## config.mk

```make
export PLATFORM = sky130hd
export DESIGN_NAME = dmem_port_arbiter
export DESIGN_NICKNAME = d
export VERILOG_FILES = /design/src/rtl/dmem_port_arbiter_pkg.sv /design/src/rtl/dmem_port_arbiter.sv
export SDC_FILE = /design/constraint.sdc
export NUM_CORES = 1
export LEC_CHECK = 0
export ABC_AREA = 0
export ABC_CLOCK_PERIOD_IN_PS = 3800
export CAP_MARGIN = 10
export CORE_AREA = 2 2 96 98
export CTS_CLUSTER_SIZE = 14
export DETAILED_ROUTE_END_ITERATION = 10
export DIE_AREA = 0 0 98 100
export PLACE_DENSITY = 0.64
export SLEW_MARGIN = 30
export SYNTH_ARGS = -nofsm -noshare
export SYNTH_HDL_FRONTEND = slang
export SYNTH_SLANG_ARGS = --single-unit
```

## constraint.sdc

```tcl
create_clock -name clk -period 3.8 [get_ports clk]
set_clock_uncertainty 0.15 [all_clocks]
set_input_delay 0.76 -clock clk [delete_from_list [all_inputs] [get_ports clk]]
set_output_delay 0.76 -clock clk [all_outputs]
set_load 0.1 [all_outputs]
```

## src/rtl/dmem_port_arbiter_pkg.sv

```systemverilog
// Shared types and default sizes for the data-memory port arbiter.
// The arbiter places the MA pipeline stage and an external loader/debug
// port in front of one synchronous data-memory port pair.
package dmem_port_arbiter_pkg;

  localparam int DMEM_ADDR_WIDTH   = 10;
  localparam int DMEM_DATA_WIDTH   = 32;
  localparam int DMEM_STARVE_LIMIT = 4;

  // Arbiter FSM: IDLE accepts grants. RD_x is the single cycle in which a
  // granted read returns its data.
  typedef enum logic [1:0] {
    IDLE,
    RD_MA,
    RD_EXT
  } arb_state_e;

  // Records which requester owns the read that is in flight.
  typedef enum logic {
    OWN_MA,
    OWN_EXT
  } arb_owner_e;

  // One memory access request, sized to the default memory geometry.
  typedef struct packed {
    logic                       we;
    logic [DMEM_ADDR_WIDTH-1:0] addr;
    logic [DMEM_DATA_WIDTH-1:0] wdata;
  } dmem_req_t;

endpackage

```

## src/rtl/dmem_port_arbiter.sv

```systemverilog
// Data-memory port arbiter between the MA stage and an external
// loader/debug port. Writes complete in their grant cycle. Reads use the
// memory's 1-cycle latency, so the arbiter holds off further grants for
// one cycle while the read data returns to its owner.
// Optional anti-starvation for the external port: define DMEM_ARB_STARVE_EN.
module dmem_port_arbiter
  import dmem_port_arbiter_pkg::*;
#(
  parameter int MEM_ADDR_WIDTH = DMEM_ADDR_WIDTH,
  parameter int MEM_DATA_WIDTH = DMEM_DATA_WIDTH,
  parameter int STARVE_LIMIT   = DMEM_STARVE_LIMIT
) (
  input  logic                      clk,
  input  logic                      rst,
  input  logic                      ma_req,
  input  logic                      ma_we,
  input  logic [MEM_ADDR_WIDTH-1:0] ma_addr,
  input  logic [MEM_DATA_WIDTH-1:0] ma_wdata,
  output logic                      ma_gnt,
  output logic                      ma_rvalid,
  output logic [MEM_DATA_WIDTH-1:0] ma_rdata,
  output logic                      ma_stall,
  input  logic                      ext_req,
  input  logic                      ext_we,
  input  logic [MEM_ADDR_WIDTH-1:0] ext_addr,
  input  logic [MEM_DATA_WIDTH-1:0] ext_wdata,
  output logic                      ext_gnt,
  output logic                      ext_rvalid,
  output logic [MEM_DATA_WIDTH-1:0] ext_rdata,
  output logic [MEM_ADDR_WIDTH-1:0] dmem_waddr,
  output logic [MEM_DATA_WIDTH-1:0] dmem_wdata,
  output logic                      dmem_wen,
  output logic [MEM_ADDR_WIDTH-1:0] dmem_raddr,
  output logic                      dmem_ren,
  input  logic [MEM_DATA_WIDTH-1:0] dmem_rdata
);

  typedef struct packed {
    logic                      we;
    logic [MEM_ADDR_WIDTH-1:0] addr;
    logic [MEM_DATA_WIDTH-1:0] wdata;
  } port_req_t;

  arb_state_e state_q, state_d;
  arb_owner_e rd_owner_q, rd_owner_d;
  logic       starve_force;
  logic       ma_win;
  logic       ext_win;
  port_req_t  win_req;

`ifdef DMEM_ARB_STARVE_EN
  localparam int CNT_W = $clog2(STARVE_LIMIT + 1);
  localparam logic [CNT_W-1:0] CNT_MAX = CNT_W'(STARVE_LIMIT);

  logic [CNT_W-1:0] starve_cnt_q, starve_cnt_d;

  assign starve_force = (starve_cnt_q == CNT_MAX);

  // Count contended IDLE cycles that the external port loses, saturating at the limit.
  always_comb begin
    starve_cnt_d = starve_cnt_q;
    if (ext_win) begin
      starve_cnt_d = '0;
    end else if (ma_win && ext_req && (starve_cnt_q != CNT_MAX)) begin
      starve_cnt_d = starve_cnt_q + 1'b1;
    end
  end

  // Starvation counter register.
  always_ff @(posedge clk or negedge rst) begin
    if (!rst) begin
      starve_cnt_q <= '0;
    end else begin
      starve_cnt_q <= starve_cnt_d;
    end
  end
`else
  logic unused_starve_cfg;

  assign starve_force      = 1'b0;
  assign unused_starve_cfg = ^STARVE_LIMIT;
`endif

  // Pick at most one winner per IDLE cycle: MA first, unless ext is being forced.
  always_comb begin
    ma_win  = 1'b0;
    ext_win = 1'b0;
    if (rst && (state_q == IDLE)) begin
      if (ma_req && !(starve_force && ext_req)) begin
        ma_win = 1'b1;
      end else if (ext_req) begin
        ext_win = 1'b1;
      end
    end
  end

  // Route the winner onto the memory port and sequence reads through RD_x.
  always_comb begin
    win_req.we    = ma_we;
    win_req.addr  = ma_addr;
    win_req.wdata = ma_wdata;
    dmem_wen      = 1'b0;
    dmem_waddr    = '0;
    dmem_wdata    = '0;
    dmem_ren      = 1'b0;
    dmem_raddr    = '0;
    state_d       = IDLE;
    rd_owner_d    = rd_owner_q;
    if (ext_win) begin
      win_req.we    = ext_we;
      win_req.addr  = ext_addr;
      win_req.wdata = ext_wdata;
    end
    if (ma_win || ext_win) begin
      if (win_req.we) begin
        dmem_wen   = 1'b1;
        dmem_waddr = win_req.addr;
        dmem_wdata = win_req.wdata;
      end else begin
        dmem_ren   = 1'b1;
        dmem_raddr = win_req.addr;
        state_d    = ext_win ? RD_EXT : RD_MA;
        rd_owner_d = ext_win ? OWN_EXT : OWN_MA;
      end
    end
  end

  // Return read data to its owner only; the other requester sees zero.
  always_comb begin
    ma_rvalid  = 1'b0;
    ma_rdata   = '0;
    ext_rvalid = 1'b0;
    ext_rdata  = '0;
    if (rst && (state_q != IDLE)) begin
      if (rd_owner_q == OWN_EXT) begin
        ext_rvalid = 1'b1;
        ext_rdata  = dmem_rdata;
      end else begin
        ma_rvalid = 1'b1;
        ma_rdata  = dmem_rdata;
      end
    end
  end

  assign ma_gnt   = ma_win;
  assign ext_gnt  = ext_win;
  assign ma_stall = rst && ma_req && !ma_win;

  // FSM state and read-owner registers; reset discards any read in flight.
  always_ff @(posedge clk or negedge rst) begin
    if (!rst) begin
      state_q    <= IDLE;
      rd_owner_q <= OWN_MA;
    end else begin
      state_q    <= state_d;
      rd_owner_q <= rd_owner_d;
    end
  end

  // A requester must keep asking until it is granted.
  ma_req_hold : assert property (@(posedge clk) disable iff (!rst)
    (ma_req && !ma_gnt) |=> ma_req);

  ext_req_hold : assert property (@(posedge clk) disable iff (!rst)
    (ext_req && !ext_gnt) |=> ext_req);

endmodule

```

Yosys cells after proc, flatten, opt, wreduce, memory -nomap -nowiden
Index checks and enable logic that the tools add are counted.
Widths: inputs -> output; s select.
{"block": "op_classes", "n_mux": 28, "bitwise_logic": 1, "n_reduce_logical": 9}
{"cell": "$mux 32", "count": 6}
{"cell": "$mux 43", "count": 1}
{"cell": "$mux 10", "count": 4}
{"cell": "$mux 1", "count": 14}
{"cell": "$mux 2", "count": 3}
{"cell": "$logic_and 1x1->1", "count": 4}
{"cell": "$logic_not 2->1", "count": 1}
{"cell": "$reduce_and 2->1", "count": 1}
{"cell": "$reduce_bool 2->1", "count": 1}
{"cell": "$logic_not 1->1", "count": 1}
{"cell": "$logic_or 1x1->1", "count": 1}
{"cell": "$not 1->1", "count": 1}
{"block": "word_totals", "ff_bits": 3, "input_bits": 122, "output_inout_bits": 123, "word_cells": 40}

Depth between registers and ports, before layout
Gate-level depths: netlist of run 1.
{"block": "depth", "word_depth": 6, "depth_mapped": 5}

Least setup slack after synthesis of run 1
OpenSTA, ideal clock, no wires.
{"block": "synth_timing", "kind": "in2out", "startpoint": "input port rst", "endpoint": "output port ext_gnt", "arrival_time_ns": 3.461, "setup_slack_ns": -0.571, "path_stages": 3, "n_path_buf": 1, "cell_sequence": "or3b_1 buf_6 nor3b_1"}
{"block": "synth_via", "elab_chain_len": 2}
{"element": "start: declaration", "line": "dmem_port_arbiter.sv:14", "text": "input logic rst,"}
{"element": "$logic_and 1x1->1", "line": "dmem_port_arbiter.sv:88", "text": "if (rst && (state_q == IDLE)) begin"}
{"element": "$mux 1", "line": "dmem_port_arbiter.sv:88"}
{"element": "end: declaration", "line": "dmem_port_arbiter.sv:27", "text": "output logic ext_gnt,"}
Every way passes these cells.

Final worst setup path of run 1
Ends and elaborated chain as after synthesis.

==> results.md, run 1 <==
* Synth area leader: and2_1
* Final setup fails at 0
* Via count at between 2000 and 2500
* Clock buffer depth at 2
* Avg Inst Size Synth at slightly above 6 sq um
* Core area at just under 9000 sq um
* Post-DRT Antenna Nets at 0
* Met1 usage at 0.182
* Global route hottest layer: met2
* Crit Path Max Fanout at 34
* Routability Congestion at 0.805
* Dpl hpwl at about 7500 um
* IO buf count at about 240
* CTS tree: done
* Min-Delay Endpoint: rd_owner_q
* Die Footprint at 9800 sq um
* Slew HR at 0.761
* Clk pin slew, worst setup/hold paths at 30 ps
* Initial antenna violation count at 0
* Final wirelength at between 8000 and 9000 um
* Sink Count at 3
* I/O pin count at 245
* GRT Residual Overflow at 0
* Routed WL per cell at 15.9 um
* Sequential-to-total area share from yosys stat at 0.0596
* Cells after DPL at 543
* Diodes inserted at 0
* WS Path Type: primary input to output port
* Dpl cell area at 5030 sq um
* Placement Rows at 35
* Hold Vio Cnt, Final at 0
* R2R Path Start: state_q[1]
* CP Data Required Time at between 2000 and 3000 ps
* HP Class: register to register
* Post-Synthesis Cells at approximately 200
* Drt drc at 0
* Worst-Margin Slew at approximately 360 ps
* Count leader, synth: and2_1
* GRT Overall Usage at 0.167
* Number of global-route vias before repair at ~2400
* Static Leak at ~2.0 nW
* Reg2reg setup slack at between 2000 and 2500 ps
* Ys flop type: dfrtp_1
* Status: finished clean
* Post-cts resize count at 0
* Hold Crit Start: rd_owner_q
* Number of synthesized flops with an enable pin at 0
* Setup bufs post-CTS at 0
* Final #Nets at approximately 560
* Synth Register Bits at 3
* Count of different cell masters after synthesis at 18
* Die W at about 98 um
* Fin area at approximately 5100 sq um
* CP arrival at 2580 ps
* Largest cells by area after synthesis: and2_1 32%, a22oi_1 25%, nor2_1 14%
* Period utilization at 0.918
* Met3 track demand over resource at 0.0327
* Number of max-cap violations at 0
* Yosys top cell area share at 0.323
* CTS root buffer: clkbuf_8
* Tmin final at approximately 3500 ps
* Worst VDD drop at slightly above 0.09 mV
* Total negative slack at 0 ps
* Synth-to-layout area growth at 304%
* Synth top cells by count: 65 x and2_1, 48 x nor2_1, 42 x a22oi_1
* Layout Cells excl Fill at ~550
* Critical path endpoint category: output port
* Met2 Track Usage GR at 0.320
* Max Slew Vio Count at 0
* Vias per std cell at 4.40
* Layout cells sized above 1 at 0.319
* R2r endpoint: rd_owner_q
* Post-Syn Nets at 324
* Hold Path Depth at 1
* First-pass GRT wire length at between 10000 and 15000 um
* Setup crit start kind: primary input
* Clock Latency Late Sink at between 200 and 250 ps
* H-tree depth at 1
* Power Total at 0.811 mW
* Netlist Area Pre-Place at about 1300 sq um
* Largest net degree at the start of global routing at 44
* FF-to-FF path depth at 4
* Max frequency at ~290 MHz
* PwrDens at 160 nW/um^2
* # hold bufs at CTS at 0
* Synth async-reset ratio at 1.00
* Die Y at ~100 um
* CTS Buf Count at 3
* Synth warn at 0
* Post-layout util at 0.571
* RSZ-0062 raised after global routing: no
* DR pass1 iterations at 4
* Starting DRT DRC Count at 34
* Starting density of the core at 0.142
==> metrics by stage <==
stage          hold WS [ps]  worst slack, ps
3_5_place_dp            395              311
4_1_cts                 403              298
6_report                395              310
5_1_grt                 439              236
3_3_place_gp            363              350
2_1_floorplan           314              163
==> worst max-delay path: stages <==
cell and delay, ps:
clkdlybuf4s50_1 580, or3b_1 450, buf_4 280, nor3b_2 290
buf_12 210
==> routing by layer <==
| layer | up-vias | share of wire |
|---|---|---|
| met4 | 0 | 0.028 |
| met5 | - | 0 |
| met1 | 1080 | 0.36 |
| li1 | 1167 | - |
| met3 | 16 | 0.078 |
| met2 | 142 | 0.53 |
==> where the power goes <==
part	internal, mW	switching (mW)
clock	0.0717	0.0229
combinational	0.285	0.394
sequential	0.0348	0.00204
total	0.392	0.419
==> sequential cells by signal (all words and copies together), names as in the netlist <==
signal,flops
rd_owner_q,1
state_q,2
==> layout make-up <==
class / instances / area, sq um
repair buffers: 253 / 3740
well taps: 111 / 139
inverters: 2 / 7.51
flip-flops and latches: 3 / 75.1
fillers: 746 / 3810
clock buffers: 4 / 45.0
multi-input cells: 174 / 1070
==> cell usage in the layout, fill, tap and decap left out, types with 2 or more instances in the layout <==
cell type,instances
buf_4,9
inv_1,2
dfrtp_1,3
a22o_1,10
a22oi_1,42
and2_1,65
nor2_1,48
buf_12,123
clkdlybuf4s50_1,121
clkbuf_8,3
==> worst max-delay path by stage <==
| stage | startpoint | to | cells after the start |
|---|---|---|---|
| final | rst | ext_gnt | 5 |
| after global routing | rst | ext_gnt | 5 |
| after CTS | rst | ext_gnt | 5 |
| after detailed placement | rst | ext_gnt | 5 |
| after global placement | rst | ext_gnt | 5 |
| after floorplan | rst | dmem_wdata[10] | 4 |
==> kinds of logic (layout without fill, tap and decap cells) <==
kind of cell	Yosys count	after routing	share of synthesized area
AO/OA/AOI/OAI	54	54	0.332
buffers and inverters	25	259	0.0924
flip-flops	3	3	0.0596
AND/OR/NAND/NOR	120	120	0.516
Power figures use the tool's default switching activity.
==> run 2, diff against run 1 <==
Settings changed: CTS_CLUSTER_DIAMETER set to 50.
==> results of run 2 <==
The final DEF is identical to that of run 1; final timing and power are the same.
==> run 3, diff against run 2 <==
Settings changed: ABC_CLOCK_PERIOD_IN_PS 3800 to 3900, CORE_AREA 2 2 96 98 to 2 2 95 97, DIE_AREA 0 0 98 100 to 0 0 97 99, PLACE_DENSITY 0.64 to 0.65.
Clock period 3.8 ns to 3.9 ns, I/O delays scaled along.
==> run 3 against run 2 <==
Net effect: count of clock-buffer cells in the layout stayed put; die area down 2.0%; cell area hardly changed; sequential power is 3% lower; worst hold slack got worse by 5.2 ps; sequential cell count stayed put; wire length rose by 2.0%; core utilization is 2.2 points higher; via count is 1.0% higher.
==> results.md, run 3 (synthesis results as in run 1) <==
* Die Y at around 100 um
* Placement Rows at 34
* CTS tree: done
* Power Total at ~0.79 mW
* HP Class: register to register
* WS Path Type: primary input to output port
* Layout cells sized above 1 at 0.319
* Largest reg by FF count: state_q
* Drt drc at 0
* Crit-path cells: clkdlybuf4s50_1 -> or3b_1 -> nor3_4 -> buf_4 -> a22o_1 -> buf_12
* CTS Buf Count at 3
* Tmin final at approximately 3500 ps
* Crit Path Max Fanout at 13
* Comb pwr share at 0.840
* CP arrival at between 2000 and 3000 ps
* Total negative slack at 0 ps
* Period utilization at 0.901
* Routability Congestion at 0.811
* Final setup fails at 0
* Routed WL per cell at around 16 um
* RSZ-0062 raised after global routing: no
* Clock Latency Late Sink at 220 ps
* Max Slew Vio Count at 0
* Clock network power share at 0.114
* IO buf count at roughly 240
* Synth-to-layout area growth at 303%
* Most frequent cells in the layout: 123 x buf_12, 121 x clkdlybuf4s50_1, 65 x and2_1
* Number of max-cap violations at 0
* # hold bufs at CTS at 0
* Initial antenna violation count at 0
* Setup crit start kind: primary input
* Via count at 2429
* PnR worst setup slack at just under 400 ps
* Max frequency at around 280 MHz
* Worst-Margin Slew at about 360 ps
* CP Data Required Time at just under 3000 ps
* Final #Nets at between 500 and 600
* Switching Power at approximately 0.41 mW
* Biggest regs: state_q x2, rd_owner_q x1
* Diodes inserted at 0
* Sink Count at 3
* Commonest non-fill, non-tap cell in the layout: buf_12
* DR pass1 iterations at 4
* Largest stage delay, worst path at around 570 ps
* Largest net degree at the start of global routing at 44
* Die Footprint at slightly below 10000 sq um
* Clock buffer depth at 2
* GRT Residual Overflow at 0
* CTS root buffer: clkbuf_8
* Final wirelength at 8860 um
* Setup bufs post-CTS at 0
* Dpl cell area at ~5000 sq um
* Slew HR at 0.758
* Die W at 97 um
* Vias per std cell at around 4.5
* Largest delay share family, worst path: buffers and inverters
* Number of global-route vias before repair at roughly 2500
* Critical path endpoint category: output port
* Cells after DPL at 540
* Status: finished clean
* Static Leak at 2.03 nW
* Sequential Power Share at 0.045
* Dpl hpwl at around 7600 um
* First-pass GRT wire length at between 10000 and 15000 um
* Core area at between 8000 and 9000 sq um
* Fin area at between 5000 and 6000 sq um
* I/O pin count at 245
* Post-DRT Antenna Nets at 0
* Worst VDD drop at roughly 0.08 mV
* Starting DRT DRC Count at 70
* Layout Cells excl Fill at around 540
* Int Pwr at about 0.38 mW
* Clk pin slew, worst setup/hold paths at 30 ps
* GRT Overall Usage at 0.174
* Max reg flops at 2
* PwrDens at about 160 nW/um^2
* Sw Share at 0.516
* H-tree depth at 1
* Hold Vio Cnt, Final at 0
* Post-cts resize count at 0
* Starting density of the core at 0.147
* DP Worst Slack at approximately 400 ps
* Cell with the largest stage delay on the worst path: clkdlybuf4s50_1
* CP bufs+invs at 3
==> run 3: cell counts in the layout (fill, tap and decap cells not counted) <==
Identical to the previous run, type by type.
==> run 3: worst paths after layout <==
path	to	from	slack, ps	cells past startpoint
setup reg to reg	rd_owner_q	state_q[1]	2270	4
setup / recovery	dmem_raddr[8]	rst	390	6
min in group asynchronous	state_q[0]	rst	620	1
hold reg to reg	rd_owner_q	rd_owner_q	390	1
hold / removal	rd_owner_q	rd_owner_q	390	1
max in group asynchronous	rd_owner_q	rst	2800	1
==> run 3: cell type report <==
class	count	area [sq um]
Tap cell	108	135
Sequential cell	3	75.1
Timing Repair Buffer	253	3740
Fill cell	692	3470
Inverter	2	7.51
Multi-Input combinational cell	174	1070
Clock buffer	4	45.0
==> run 3: stage by stage <==
stage               utilization  hold slack [ps]
CTS                       0.594              390
global placement          0.588              363
floorplan                     -              334
global route              0.594              422
finish                    0.594              389
detailed placement        0.588              377
==> run 3: power by group through the flow <==
stage	logic [mW]	clock network (mW)	registers, mW
6_report	0.663	0.0900	0.0358
5_1_grt	0.685	0.0972	0.0363
4_1_cts	0.667	0.0926	0.0358
3_5_place_dp	0.665	0	0.0361
3_3_place_gp	0.659	0	0.0359
2_1_floorplan	0.346	0	0.0357
==> run 3: per-layer routing <==
| layer | vias up | routed length, um | GRT usage |
|---|---|---|---|
| met5 | - | 0 | 0 |
| met4 | 0 | 173 | 0.0488 |
| met3 | 12 | 748 | 0.0461 |
| met2 | 154 | 4700 | 0.337 |
| met1 | 1096 | 3240 | 0.185 |
| li1 | 1167 | - | - |
